$ cat config.mk
export PLATFORM = sky130hd
export DESIGN_NAME = seg7_scan_reader
export DESIGN_NICKNAME = d
export VERILOG_FILES = /design/src/rtl/seg7_pkg.sv /design/src/rtl/seg7_glyph_decode.sv /design/src/rtl/seg7_scan_reader.sv
export SDC_FILE = /design/constraint.sdc
export NUM_CORES = 1
export LEC_CHECK = 0
export CAP_MARGIN = 20
export CORE_ASPECT_RATIO = 0.75
export CORE_MARGIN = 1
export CORE_UTILIZATION = 60
export DETAILED_ROUTE_END_ITERATION = 6
export GPL_ROUTABILITY_DRIVEN = 0
export PLACE_DENSITY = 0.85
export SLEW_MARGIN = 20
export SYNTH_ARGS = -nofsm -noshare
export SYNTH_HDL_FRONTEND = slang
export SYNTH_HIERARCHICAL = 1
export SYNTH_SLANG_ARGS = --single-unit
$ cat constraint.sdc
create_clock -name clk -period 7.5 [get_ports clk]
set_clock_uncertainty 0.05 [all_clocks]
set_input_delay 1.5 -clock clk [delete_from_list [all_inputs] [get_ports clk]]
set_output_delay 1.5 -clock clk [all_outputs]
set_load 0.005 [all_outputs]
$ cat src/rtl/seg7_pkg.sv
// seg7_pkg: shared types and the hex glyph table for 7-segment display
// readers and checkers. Segment bit order is bit0=a ... bit6=g, active-high.
package seg7_pkg;

   typedef logic [6:0] seg7_t;
   typedef logic [3:0] nibble_t;

   // Glyph for each hex value; index is the nibble the pattern represents.
   localparam seg7_t SEG7_GLYPH [16] = '{
      7'h3F, 7'h06, 7'h5B, 7'h4F,
      7'h66, 7'h6D, 7'h7D, 7'h07,
      7'h7F, 7'h6F, 7'h77, 7'h7C,
      7'h39, 7'h5E, 7'h79, 7'h71
   };

   // All segments dark; never matches a glyph, so it decodes as an error.
   localparam seg7_t SEG7_BLANK = 7'h00;

endpackage

$ cat src/rtl/seg7_glyph_decode.sv
// seg7_glyph_decode: combinational reverse lookup of a 7-segment pattern
// into its hex nibble. Unknown patterns (blank included) give nibble 0 with
// err set. The caller masks off any decimal point before presenting seg.
module seg7_glyph_decode
   import seg7_pkg::*;
(
   input  seg7_t   seg,
   output nibble_t nibble,
   output logic    err
);

   // Search the glyph table; at most one entry can match.
   always_comb begin
      nibble = 4'h0;
      err    = 1'b1;
      for (int i = 0; i < 16; i++) begin
         if (seg == SEG7_GLYPH[i]) begin
            nibble = nibble_t'(i);
            err    = 1'b0;
         end else begin
            nibble = nibble;
            err    = err;
         end
      end
   end

endmodule

$ cat src/rtl/seg7_scan_reader.sv
// seg7_scan_reader: watches a multiplexed 7-segment bus (segments plus
// active-low anodes), captures each digit once it has been stable for
// STABLE_CYCLES samples, and hands out complete frames on valid/ready.
// Optional build macro SEG7_SCAN_DP_EN adds dp_in / frame_dp: the decimal
// point joins the stability compare and is captured per digit.
module seg7_scan_reader
   import seg7_pkg::*;
#(
   parameter int NUM_DIGITS    = 4,
   parameter int STABLE_CYCLES = 4
)(
   input  logic                      clk,
   input  logic                      rst_n,
   input  logic [6:0]                seg_in,
   input  logic [NUM_DIGITS-1:0]     an_n_in,
   output logic [4*NUM_DIGITS-1:0]   frame_data,
   output logic [NUM_DIGITS-1:0]     frame_err,
   output logic                      frame_valid,
   input  logic                      frame_ready,
`ifdef SEG7_SCAN_DP_EN
   input  logic                      dp_in,
   output logic [NUM_DIGITS-1:0]     frame_dp,
`endif
   output logic                      overrun
);

   localparam int CW = $clog2(STABLE_CYCLES + 1);
   localparam logic [CW-1:0]         CNT_MAX  = CW'(STABLE_CYCLES);
   localparam logic [CW-1:0]         CNT_ONE  = CW'(1);
   localparam logic [CW-1:0]         CNT_ZERO = CW'(0);
   localparam logic [NUM_DIGITS-1:0] D_ZERO   = {NUM_DIGITS{1'b0}};
   localparam logic [NUM_DIGITS-1:0] D_ONES   = {NUM_DIGITS{1'b1}};
   localparam logic [NUM_DIGITS-1:0] D_LSB    = {{(NUM_DIGITS-1){1'b0}}, 1'b1};

   typedef enum logic [0:0] {
      ST_EMPTY = 1'b0,
      ST_FULL  = 1'b1
   } frame_state_t;

   // Sampling / capture state
   logic [NUM_DIGITS-1:0]   last_an_r;
   logic [6:0]              last_seg_r;
   logic [CW-1:0]           cnt_r;
   logic [4*NUM_DIGITS-1:0] buf_r;
   logic [NUM_DIGITS-1:0]   err_buf_r;
   logic [NUM_DIGITS-1:0]   mask_r;

   // Frame side state
   frame_state_t            state_r;
   logic [4*NUM_DIGITS-1:0] frame_data_r;
   logic [NUM_DIGITS-1:0]   frame_err_r;
   logic                    overrun_r;

   logic [NUM_DIGITS-1:0]   sel_s;
   logic                    legal_s;
   logic                    sample_diff_s;
   logic [CW-1:0]           cnt_next_s;
   logic                    capture_s;
   logic [NUM_DIGITS-1:0]   wr_s;
   logic [NUM_DIGITS-1:0]   mask_next_s;
   logic                    complete_s;
   logic [4*NUM_DIGITS-1:0] buf_next_s;
   logic [NUM_DIGITS-1:0]   err_next_s;
   nibble_t                 dec_nib_s;
   logic                    dec_err_s;
   frame_state_t            state_next_s;
   logic                    load_s;
   logic                    drop_s;

`ifdef SEG7_SCAN_DP_EN
   logic                    last_dp_r;
   logic [NUM_DIGITS-1:0]   dp_buf_r;
   logic [NUM_DIGITS-1:0]   dp_next_s;
   logic [NUM_DIGITS-1:0]   frame_dp_r;
   assign sample_diff_s = (an_n_in != last_an_r) || (seg_in != last_seg_r) ||
                          (dp_in != last_dp_r);
   assign frame_dp      = frame_dp_r;
`else
   assign sample_diff_s = (an_n_in != last_an_r) || (seg_in != last_seg_r);
`endif

   // A select is legal only when exactly one anode is driven low.
   assign sel_s   = ~an_n_in;
   assign legal_s = (sel_s != D_ZERO) && ((sel_s & (sel_s - D_LSB)) == D_ZERO);

   seg7_glyph_decode u_decode (
      .seg    (seg_in),
      .nibble (dec_nib_s),
      .err    (dec_err_s)
   );

   // Stability counter next value: restart on change, park at the threshold.
   always_comb begin
      cnt_next_s = cnt_r;
      if (!legal_s) begin
         cnt_next_s = CNT_ZERO;
      end else if (sample_diff_s) begin
         cnt_next_s = CNT_ONE;
      end else if (cnt_r == CNT_MAX) begin
         cnt_next_s = CNT_MAX;
      end else begin
         cnt_next_s = cnt_r + CNT_ONE;
      end
   end

   // Capture fires once, on the step into the threshold; completion looks at
   // the next-state mask so the final digit's capture cycle completes the frame.
   assign capture_s   = (cnt_next_s == CNT_MAX) && (cnt_r != CNT_MAX);
   assign wr_s        = capture_s ? sel_s : D_ZERO;
   assign mask_next_s = mask_r | wr_s;
   assign complete_s  = (mask_next_s == D_ONES);

   // Buffer next state: write the decoded digit into the selected slot.
   always_comb begin
      buf_next_s = buf_r;
      err_next_s = err_buf_r;
`ifdef SEG7_SCAN_DP_EN
      dp_next_s  = dp_buf_r;
`endif
      for (int i = 0; i < NUM_DIGITS; i++) begin
         buf_next_s[4*i +: 4] = wr_s[i] ? dec_nib_s : buf_r[4*i +: 4];
         err_next_s[i]        = wr_s[i] ? dec_err_s : err_buf_r[i];
`ifdef SEG7_SCAN_DP_EN
         dp_next_s[i]         = wr_s[i] ? dp_in : dp_buf_r[i];
`endif
      end
   end

   // Frame FSM next state: load on completion when the output slot is free
   // or being accepted this cycle, otherwise drop and flag the overrun.
   always_comb begin
      state_next_s = state_r;
      load_s       = 1'b0;
      drop_s       = 1'b0;
      case (state_r)
         ST_EMPTY: begin
            if (complete_s) begin
               state_next_s = ST_FULL;
               load_s       = 1'b1;
            end else begin
               state_next_s = ST_EMPTY;
            end
         end
         ST_FULL: begin
            if (complete_s && frame_ready) begin
               state_next_s = ST_FULL;
               load_s       = 1'b1;
            end else if (complete_s) begin
               state_next_s = ST_FULL;
               drop_s       = 1'b1;
            end else if (frame_ready) begin
               state_next_s = ST_EMPTY;
            end else begin
               state_next_s = ST_FULL;
            end
         end
         default: begin
            state_next_s = ST_EMPTY;
         end
      endcase
   end

   // Frame FSM state register.
   always_ff @(posedge clk or negedge rst_n) begin
      if (!rst_n) begin
         state_r <= ST_EMPTY;
      end else begin
         state_r <= state_next_s;
      end
   end

   // Sample history, stability counter and partial-frame capture buffer.
   always_ff @(posedge clk or negedge rst_n) begin
      if (!rst_n) begin
         last_an_r  <= D_ZERO;
         last_seg_r <= 7'h00;
         cnt_r      <= CNT_ZERO;
         buf_r      <= {(4*NUM_DIGITS){1'b0}};
         err_buf_r  <= D_ZERO;
         mask_r     <= D_ZERO;
`ifdef SEG7_SCAN_DP_EN
         last_dp_r  <= 1'b0;
         dp_buf_r   <= D_ZERO;
`endif
      end else begin
         last_an_r  <= an_n_in;
         last_seg_r <= seg_in;
         cnt_r      <= cnt_next_s;
         buf_r      <= buf_next_s;
         err_buf_r  <= err_next_s;
         mask_r     <= complete_s ? D_ZERO : mask_next_s;
`ifdef SEG7_SCAN_DP_EN
         last_dp_r  <= dp_in;
         dp_buf_r   <= dp_next_s;
`endif
      end
   end

   // Output frame registers and the sticky overrun flag.
   always_ff @(posedge clk or negedge rst_n) begin
      if (!rst_n) begin
         frame_data_r <= {(4*NUM_DIGITS){1'b0}};
         frame_err_r  <= D_ZERO;
         overrun_r    <= 1'b0;
`ifdef SEG7_SCAN_DP_EN
         frame_dp_r   <= D_ZERO;
`endif
      end else begin
         if (load_s) begin
            frame_data_r <= buf_next_s;
            frame_err_r  <= err_next_s;
`ifdef SEG7_SCAN_DP_EN
            frame_dp_r   <= dp_next_s;
`endif
         end
         overrun_r <= overrun_r | drop_s;
      end
   end

   assign frame_valid = (state_r == ST_FULL);
   assign frame_data  = frame_data_r;
   assign frame_err   = frame_err_r;
   assign overrun     = overrun_r;

endmodule
==> out/qor.yml <==
drc: 0
io_pins: 36
vias_per_cell: 5.92
final_cell_mix: "60 x dfrtp_1, 34 x clkdlybuf4s50_1, 20 x mux2_2, 20 x mux2_4, 12 x xor2_1"
cts.sink_count: 60
worst_pin_slew_ps: 916
slew_headroom_pct: 38.5
setup_viol_count_final: 0
portBuffers: 35
cts_resized: 0
dp_hpwl_mm: 3.74
crit_path_start_kind: "primary input"
synth-seq-cells: 60
avgSynthCellArea_um2: 13.4
ys_warn_count: 6
p_per_area_nw_per_um2: 181
grt_max_degree: 61
syn_to_final_growth_pct: 16.5
ir_worst_vdd_mv: 0.166
p_leak_nw: 1.62
synth_nets: 237
synth-main-ff-cell: "dfrtp_1"
cts_tree: "yes"
final.period_utilization_pct: 64.8
syn_inst: 221
cts.clk_slew.worst_paths_ps: 60
globalRouteMet2Util_pct: 36.7
ctsHoldBuffers: 0
ctsRootBufferMaster: "clkbuf_8"
synth-edff-count: 0
via_count: 1883
fin_setup_tns_ps: 0
finalWorstSetupSlack_ps: 2640
yosysUniqueCellTypes: 57
first_pass_iters: 4
rr_worst_depth: 10
final_common_cell: "dfrtp_1"
core_um2: 4600
grt.total_usage_pct: 24.4
die_h_um: 62.9
worstPathRequired_ps: 7670
hp-class: "reg2reg"
die-area_um2: 5240
ys_seq_area_share_pct: 50.5
critPathCaptureType: "flop"
min_path_cells: 1
cp_max_fo: 20
grt-ovfl-total: 0
grt_pass1_wl_mm: 9.63
slew_viol_final: 0
grt_use_met1_pct: 34.2
clock_latency_ps: 330
outcome: "finished clean"
clk_path_buf_depth: 2
antenna_found_initial: 0
finalHoldViolations: 0
busiest_layer: "met2"
cts_setup_buffers: 0
worstPathArrival_ps: 5030
drv_cap: 0
drive_gt1_share_pct: 27.2
dp_slack_ps: 2440
grt_use_met3_pct: 8.72
fin_crit_ps: 4860
rows: 21
ant_nets: 0
antenna-diode-count: 0
die-width_um: 83.3
numCtsBuffers: 9
worstSetupPathType: "in2reg"
synth.cell_area_um2: 2970
rsz0062_at_grt: "false"
routedWlPerCell_um: 17.9
htreeDepth: 3
fin_hold_ws_ps: 448
max_freq_ghz: 0.206
async_flop_share_pct: 100
nets: 273
grt_pass1_vias: 1875
wirelength_mm: 5.69
initial_core_util_pct: 64.6
drt_iter0_markers: 105
[cell usage after synthesis (3+ instances only)]
master,count,area (µm²)
mux2_2,20,225
a31oi_1,4,25.0
a21oi_1,7,35.0
and2_1,5,31.3
mux2_4,20,300
nor2_1,6,22.5
xor2_1,12,105
nand2_1,8,30.0
buf_6,6,67.6
o21a_1,4,30.0
nand3b_1,3,22.5
inv_1,5,18.8
nor3_1,5,25.0
nor4_2,4,50.1
dfrtp_1,60,1500
[cells by family after synthesis]
logic type | share of synthesized area, %
simple gates | 12.3
xor+xnor | 4.08
mux | 17.7
buf+inv | 4.29
fa+ha+maj | 0.842
compound gates | 10.3
flops | 50.5
[worst max-delay path: stages]
cell             delay [ps]
clkdlybuf4s50_1         840
xor2_1                  210
nor4_4                  330
nand3_2                 210
nor4_2                  860
o22a_1                  310
o2111ai_2               130
buf_4                   280
mux2_4                  340
[final timing paths]
path / from / endpoint / slack, ps
max reg2reg: cnt_r[0]$_DFF_PN0_ / frame_data[15]$_DFFE_PN0P_ / 4070
min in group asynchronous: rst_n / frame_err[0]$_DFFE_PN0P_ / 1260
max: seg_in[2] / frame_data[15]$_DFFE_PN0P_ / 2640
min reg2reg: buf_r[2]$_DFF_PN0_ / buf_r[2]$_DFF_PN0_ / 450
min: buf_r[2]$_DFF_PN0_ / buf_r[2]$_DFF_PN0_ / 450
max in group asynchronous: rst_n / buf_r[10]$_DFF_PN0_ / 5660
[state kept, by name, summed over array words and instances, names as in the netlist]
signal / count
frame_err: 4
last_seg_r: 7
overrun: 1
frame_valid: 1
frame_data: 16
buf_r: 16
err_buf_r: 4
last_an_r: 4
cnt_r: 3
mask_r: 4
[per-stage QoR]
stage	std cells	util (%)	instance area [µm²]	total power [mW]
floorplan	221	-	2970	0.366
detailed placement	303	71.6	3290	0.385
global placement	303	71.6	3290	0.384
CTS	318	75.3	3460	0.633
global route	318	75.3	3460	0.654
finish	318	75.3	3460	0.628
[layout make-up]
cell class	count	area, µm²
flip-flops and latches	60	1500
multi-input cells	144	1340
fillers	295	1130
repair buffers	37	360
clock buffers	13	159
well taps	57	71.3
inverters	5	18.8
clock inverters	2	10.0
[per-layer routing]
| metal | vias up | wire (µm) |
|---|---|---|
| met5 | - | 0 |
| met4 | 0 | 48 |
| met3 | 5 | 268 |
| met2 | 50 | 2620 |
| met1 | 950 | 2740 |
| li1 | 878 | - |
[power by group]
part           internal [mW]  switching (mW)  total, mW
Combinational         0.0183          0.0321     0.0504
Clock                  0.135           0.114      0.249
Sequential             0.327         0.00170      0.329
No activity file was read; power rests on OpenSTA's default activity.
==> RTL change 1 (config.mk and constraints unchanged) <==
Change the parameter `STABLE_CYCLES` from 4 to 2.
--- a/src/rtl/seg7_scan_reader.sv
+++ b/src/rtl/seg7_scan_reader.sv
@@ -7,7 +7,7 @@
    import seg7_pkg::*;
 #(
    parameter int NUM_DIGITS    = 4,
-   parameter int STABLE_CYCLES = 4
+   parameter int STABLE_CYCLES = 2
 )(
    input  logic                      clk,
    input  logic                      rst_n,
Check against the original RTL: not equivalent (a bounded check fails within 10 cycles, from zero or initial values and one cycle with rst_n low).
==> RTL change 1 against the unedited design <==
- power up 15%
- final area shrank 2.2%
- wire length fell by 3.9%
- first-iteration DRC count is 15% lower
- maximum frequency rose by 0.69%
- sequential share of layout area is 0.25 points higher
- count of clock-buffer cells in the layout down 2
- sequential cell count down 1
- core utilization rose by 0.48 points
- setup slack better by 33 ps
- register-to-register slack improved by 250 ps
- synthesized area is 5.5% lower
- the run now ends with DRC left
==> RTL change 1: results (changes against the unedited design) <==
<table>
<tr><th>Metric</th><th>Value</th></tr>
<tr><th colspan="2">Drt</th></tr>
<tr><td>DR DRC count</td><td>2 (+2)</td></tr>
<tr><td>Router iterations before antenna repair</td><td>6 (+2)</td></tr>
<tr><td>First DRT Iteration DRCs</td><td>89 (-15%)</td></tr>
<tr><td>Vias</td><td>1759 (-6.6%)</td></tr>
<tr><th colspan="2">Final layout</th></tr>
<tr><td>Syn-to-layout area delta</td><td>20.6%</td></tr>
<tr><td>Non-filler cells in the finished layout</td><td>307 (-3.5%)</td></tr>
<tr><td>Net count, final</td><td>261 (-4.4%)</td></tr>
<tr><td>Filler cells</td><td>292 (-1.0%)</td></tr>
<tr><th colspan="2">Logic synthesis</th></tr>
<tr><td>Distinct cells, synth</td><td>50 (-12%)</td></tr>
<tr><td>Area share of the leading cell type in the synthesized netlist</td><td>52.6% (+2.1 points)</td></tr>
<tr><td>Most frequent cells after synthesis</td><td>59 x dfrtp_1, 20 x mux2_2, 20 x mux2_4</td></tr>
<tr><td>Cell count after synthesis</td><td>209 (-5.4%)</td></tr>
<tr><th colspan="2">Placement</th></tr>
<tr><td>Detailed placement HPWL</td><td>3430 µm (-8.2%)</td></tr>
<tr><td>Instance area at placement</td><td>0.00314 mm² (-4.6%)</td></tr>
<tr><th colspan="2">Critical path</th></tr>
<tr><td>Cell type of the slowest stage on the worst timing path</td><td>clkdlybuf4s50_1</td></tr>
<tr><td>Reg-to-reg startpoint</td><td>last_seg_r[3]$_DFF_PN0_</td></tr>
<tr><td>Worst-case reg-to-reg path depth</td><td>7 (-3)</td></tr>
<tr><th colspan="2">Global routing</th></tr>
<tr><td>Vias in the first global route</td><td>1713 (-8.6%)</td></tr>
<tr><td>Global-route wire length before repair</td><td>8940 µm (-7.1%)</td></tr>
<tr><td>Largest net degree at the start of global routing</td><td>60 (-1.6%)</td></tr>
<tr><th colspan="2">Hold path</th></tr>
<tr><td>Start point of the worst hold path</td><td>overrun$_DFF_PN0_</td></tr>
<tr><td>Hold worst-path end</td><td>overrun$_DFF_PN0_</td></tr>
<tr><th colspan="2">Timing</th></tr>
<tr><td>Minimum hold slack</td><td>421 ps (-26.2 ps)</td></tr>
<tr><th colspan="2">Outcome</th></tr>
<tr><td>Result of the run</td><td>finished with violations</td></tr>
<tr><td>Violations in the final reports</td><td>DRC</td></tr>
<tr><th colspan="2">Pwr</th></tr>
<tr><td>Cell internal power dissipation</td><td>0.567 mW (+18%)</td></tr>
</table>
[RTL change 1: changes by cell type in the layout (fill, tap and decap cells not counted), moves of 2 or more]
cell       change
nor2_1         +3
nand4b_1       +2
nor3_1         -2
nor4_2         -2
bufinv_16      +3
and2_1         -3
a41o_2         -2
nor2b_1        +2
nor3_2         +4
[RTL change 1: area by class of cell]
type / count / area share [%]
clock buffer: 11 / 4.18
clock inverter: 5 / 2.96
inverter: 4 / 0.443
multi-input combinational: 135 / 36.3
sequential: 59 / 43.6
tap: 57 / 2.11
timing repair buffer: 36 / 10.4
[RTL change 1: kinds of logic after synthesis]
| group | count (synthesis) |
|---|---|
| xor gates and xnor gates | 13 |
| DFF | 59 |
| muxes | 40 |
| and+or+nand+nor | 51 |
| buffers and inverters | 15 |
| adders and majority gates | 2 |
| AOI/OAI and AO/OA | 29 |
[RTL change 1: worst max-delay path: cells and delay by family]
family / cells / cell delay [ps]
xor gates and xnor gates: 1 / 150
buffers and inverters: 1 / 860
and+or+nand+nor: 4 / 1870
muxes: 1 / 380
AOI/OAI and AO/OA: 1 / 220
[RTL change 1: power groups by stage]
stage	sequential (mW)	clock (mW)	combinational, mW
after floorplan	0.329	0	0.0256
after global placement	0.329	0	0.0443
after detailed placement	0.329	0	0.0450
after CTS	0.323	0.355	0.0461
after global routing	0.323	0.372	0.0506
final	0.323	0.352	0.0460
[RTL change 1: layer usage]
metal	track usage, %	part of all wire (%)	vias up
met5	0	0	-
met1	36.0	49	865
met3	8.44	5.1	11
met2	38.2	45	55
li1	-	-	828
met4	8.42	1.1	0
==> RTL change 2 (same settings) <==
Without the edit above. Register the output `frame_err` once more; this adds one clock of latency there. The other outputs are not delayed to match.
--- a/src/rtl/seg7_scan_reader.sv
+++ b/src/rtl/seg7_scan_reader.sv
@@ -219,7 +219,9 @@
 
    assign frame_valid = (state_r == ST_FULL);
    assign frame_data  = frame_data_r;
-   assign frame_err   = frame_err_r;
+   always_ff @(posedge clk) begin
+      frame_err <= frame_err_r;
+   end
    assign overrun     = overrun_r;
 
 endmodule
Check against the original RTL: no difference found for any inputs over 10 cycles, from zero or initial values and one cycle with rst_n low; that may be too few to reach the edited logic, so the function may still have changed.
==> RTL change 2 against the unedited design <==
- the flow now finishes with violations (DRC)
- power is 20% higher
- final area is 4.6% higher
- wire length is 4.2% higher
- synthesized area is 2.7% higher
- sequential share of layout area is 0.31 points higher
- count of clock-buffer cells in the layout is 4 lower
- sequential cell count is 4 higher
- critical path type unchanged
- global-route usage is 0.22 points higher
- setup slack better by 64 ps
- highest routed layer unchanged
==> RTL change 2: results (changes against the unedited design) <==
<table>
<tr><th>Metric</th><th>Value</th></tr>
<tr><th colspan="2">Outcome</th></tr>
<tr><td>Result of the run</td><td>finished with violations</td></tr>
<tr><td>Violations in the final reports</td><td>DRC</td></tr>
<tr><th colspan="2">Critical path</th></tr>
<tr><td>Arr. time, crit path</td><td>4970 ps (-60 ps)</td></tr>
<tr><th colspan="2">Pwr</th></tr>
<tr><td>Clock-net power</td><td>0.355 mW (+43%)</td></tr>
<tr><td>Total net switching power</td><td>0.168 mW (+14%)</td></tr>
<tr><td>Clock group share of total power</td><td>47.0% (+7.4 points)</td></tr>
<tr><td>Leak</td><td>1.68 nW (+3.8%)</td></tr>
<tr><th colspan="2">Global routing</th></tr>
<tr><td>Global-route wire length before repair</td><td>9950 µm (+3.4%)</td></tr>
<tr><td>Combined global-route utilization of all metal layers</td><td>24.6% (+0.22 points)</td></tr>
<tr><td>Met1 track demand over resource</td><td>34.6% (+0.49 points)</td></tr>
<tr><td>Vias in the first global route</td><td>1943 (+3.6%)</td></tr>
<tr><th colspan="2">Drt</th></tr>
<tr><td>Met3 WL</td><td>262 µm (-2.2%)</td></tr>
<tr><td>DR DRC count</td><td>3 (+3)</td></tr>
<tr><td>Met1 layer wirelength in the final routing</td><td>2770 µm (+1.1%)</td></tr>
<tr><td>Router iterations before antenna repair</td><td>6 (+2)</td></tr>
<tr><th colspan="2">Timing</th></tr>
<tr><td>Worst max-slew margin expressed relative to the limit</td><td>40.8% (+2.3 points)</td></tr>
<tr><th colspan="2">Placement</th></tr>
<tr><td>Setup slack after placement</td><td>2410 ps (-28.2 ps)</td></tr>
<tr><td>Detailed placement HPWL</td><td>3630 µm (-2.7%)</td></tr>
<tr><td>Total instance count after detailed placement</td><td>310 (+2.3%)</td></tr>
<tr><th colspan="2">Logic synthesis</th></tr>
<tr><td>Largest cells by area after synthesis</td><td>dfrtp_1 49%, mux2_4 9.8%, mux2_2 7.4%</td></tr>
<tr><td>Async set-reset flop share out of synthesis</td><td>93.8% (-6.3 points)</td></tr>
<tr><td>Synthesized net count</td><td>241 (+1.7%)</td></tr>
<tr><td>Seq/Total Area, Yosys</td><td>51.8% (+1.3 points)</td></tr>
<tr><th colspan="2">Final layout</th></tr>
<tr><td>Fraction of final layout cells with drive strength greater than 1</td><td>27.8% (+0.62 points)</td></tr>
<tr><td>Net count, final</td><td>277 (+1.5%)</td></tr>
</table>
-- RTL change 2: logic make-up (layout without fill, tap and decap cells) --
family / count (synthesis) / count (layout) / synth area share (%)
xor gates and xnor gates: 13 / 13 / 3.98
adders and majority gates: 2 / 2 / 0.820
buffers and inverters: 17 / 58 / 4.18
muxes: 40 / 40 / 17.2
DFF: 64 / 64 / 51.8
AOI/OAI and AO/OA: 38 / 38 / 10.0
and+or+nand+nor: 51 / 51 / 12.0
-- RTL change 2: critical path, stage by stage --
cell,delay [ps]
clkdlybuf4s50_1,850
xor2_1,200
nor4_4,340
nand3_2,220
nor4_2,810
o22a_1,300
o2111ai_2,120
buf_4,270
mux2_4,340
-- RTL change 2: final timing paths --
check / from / end / slack, ps / cells past startpoint
min in group asynchronous: rst_n / last_an_r[1]$_DFF_PN0_ / 1250 / 2
worst max-delay path: seg_in[2] / frame_data[15]$_DFFE_PN0P_ / 2700 / 9
worst min register to register: frame_err_r[3]$_DFFE_PN0P_ / frame_err[3]$_DFF_P_ / 330 / 0
worst max register to register: cnt_r[0]$_DFF_PN0_ / frame_data[15]$_DFFE_PN0P_ / 4130 / 10
max in group asynchronous: rst_n / frame_data[5]$_DFFE_PN0P_ / 5660 / 2
worst min-delay path: frame_err_r[3]$_DFFE_PN0P_ / frame_err[3]$_DFF_P_ / 330 / 0
-- RTL change 2: layout make-up --
type / count / area (µm²)
flip-flops and latches: 64 / 1580
multi-input cells: 144 / 1340
fillers: 346 / 1280
repair buffers: 37 / 360
clock buffers: 9 / 124
clock inverters: 7 / 120
well taps: 60 / 75.1
inverters: 5 / 18.8
-- RTL change 2: through the flow --
step                utilization [%]  cell area (µm²)
CTS                            73.9             3620
global route                   73.9             3620
floorplan                         -             3050
detailed placement             68.9             3380
global placement               68.9             3380
finish                         73.9             3620
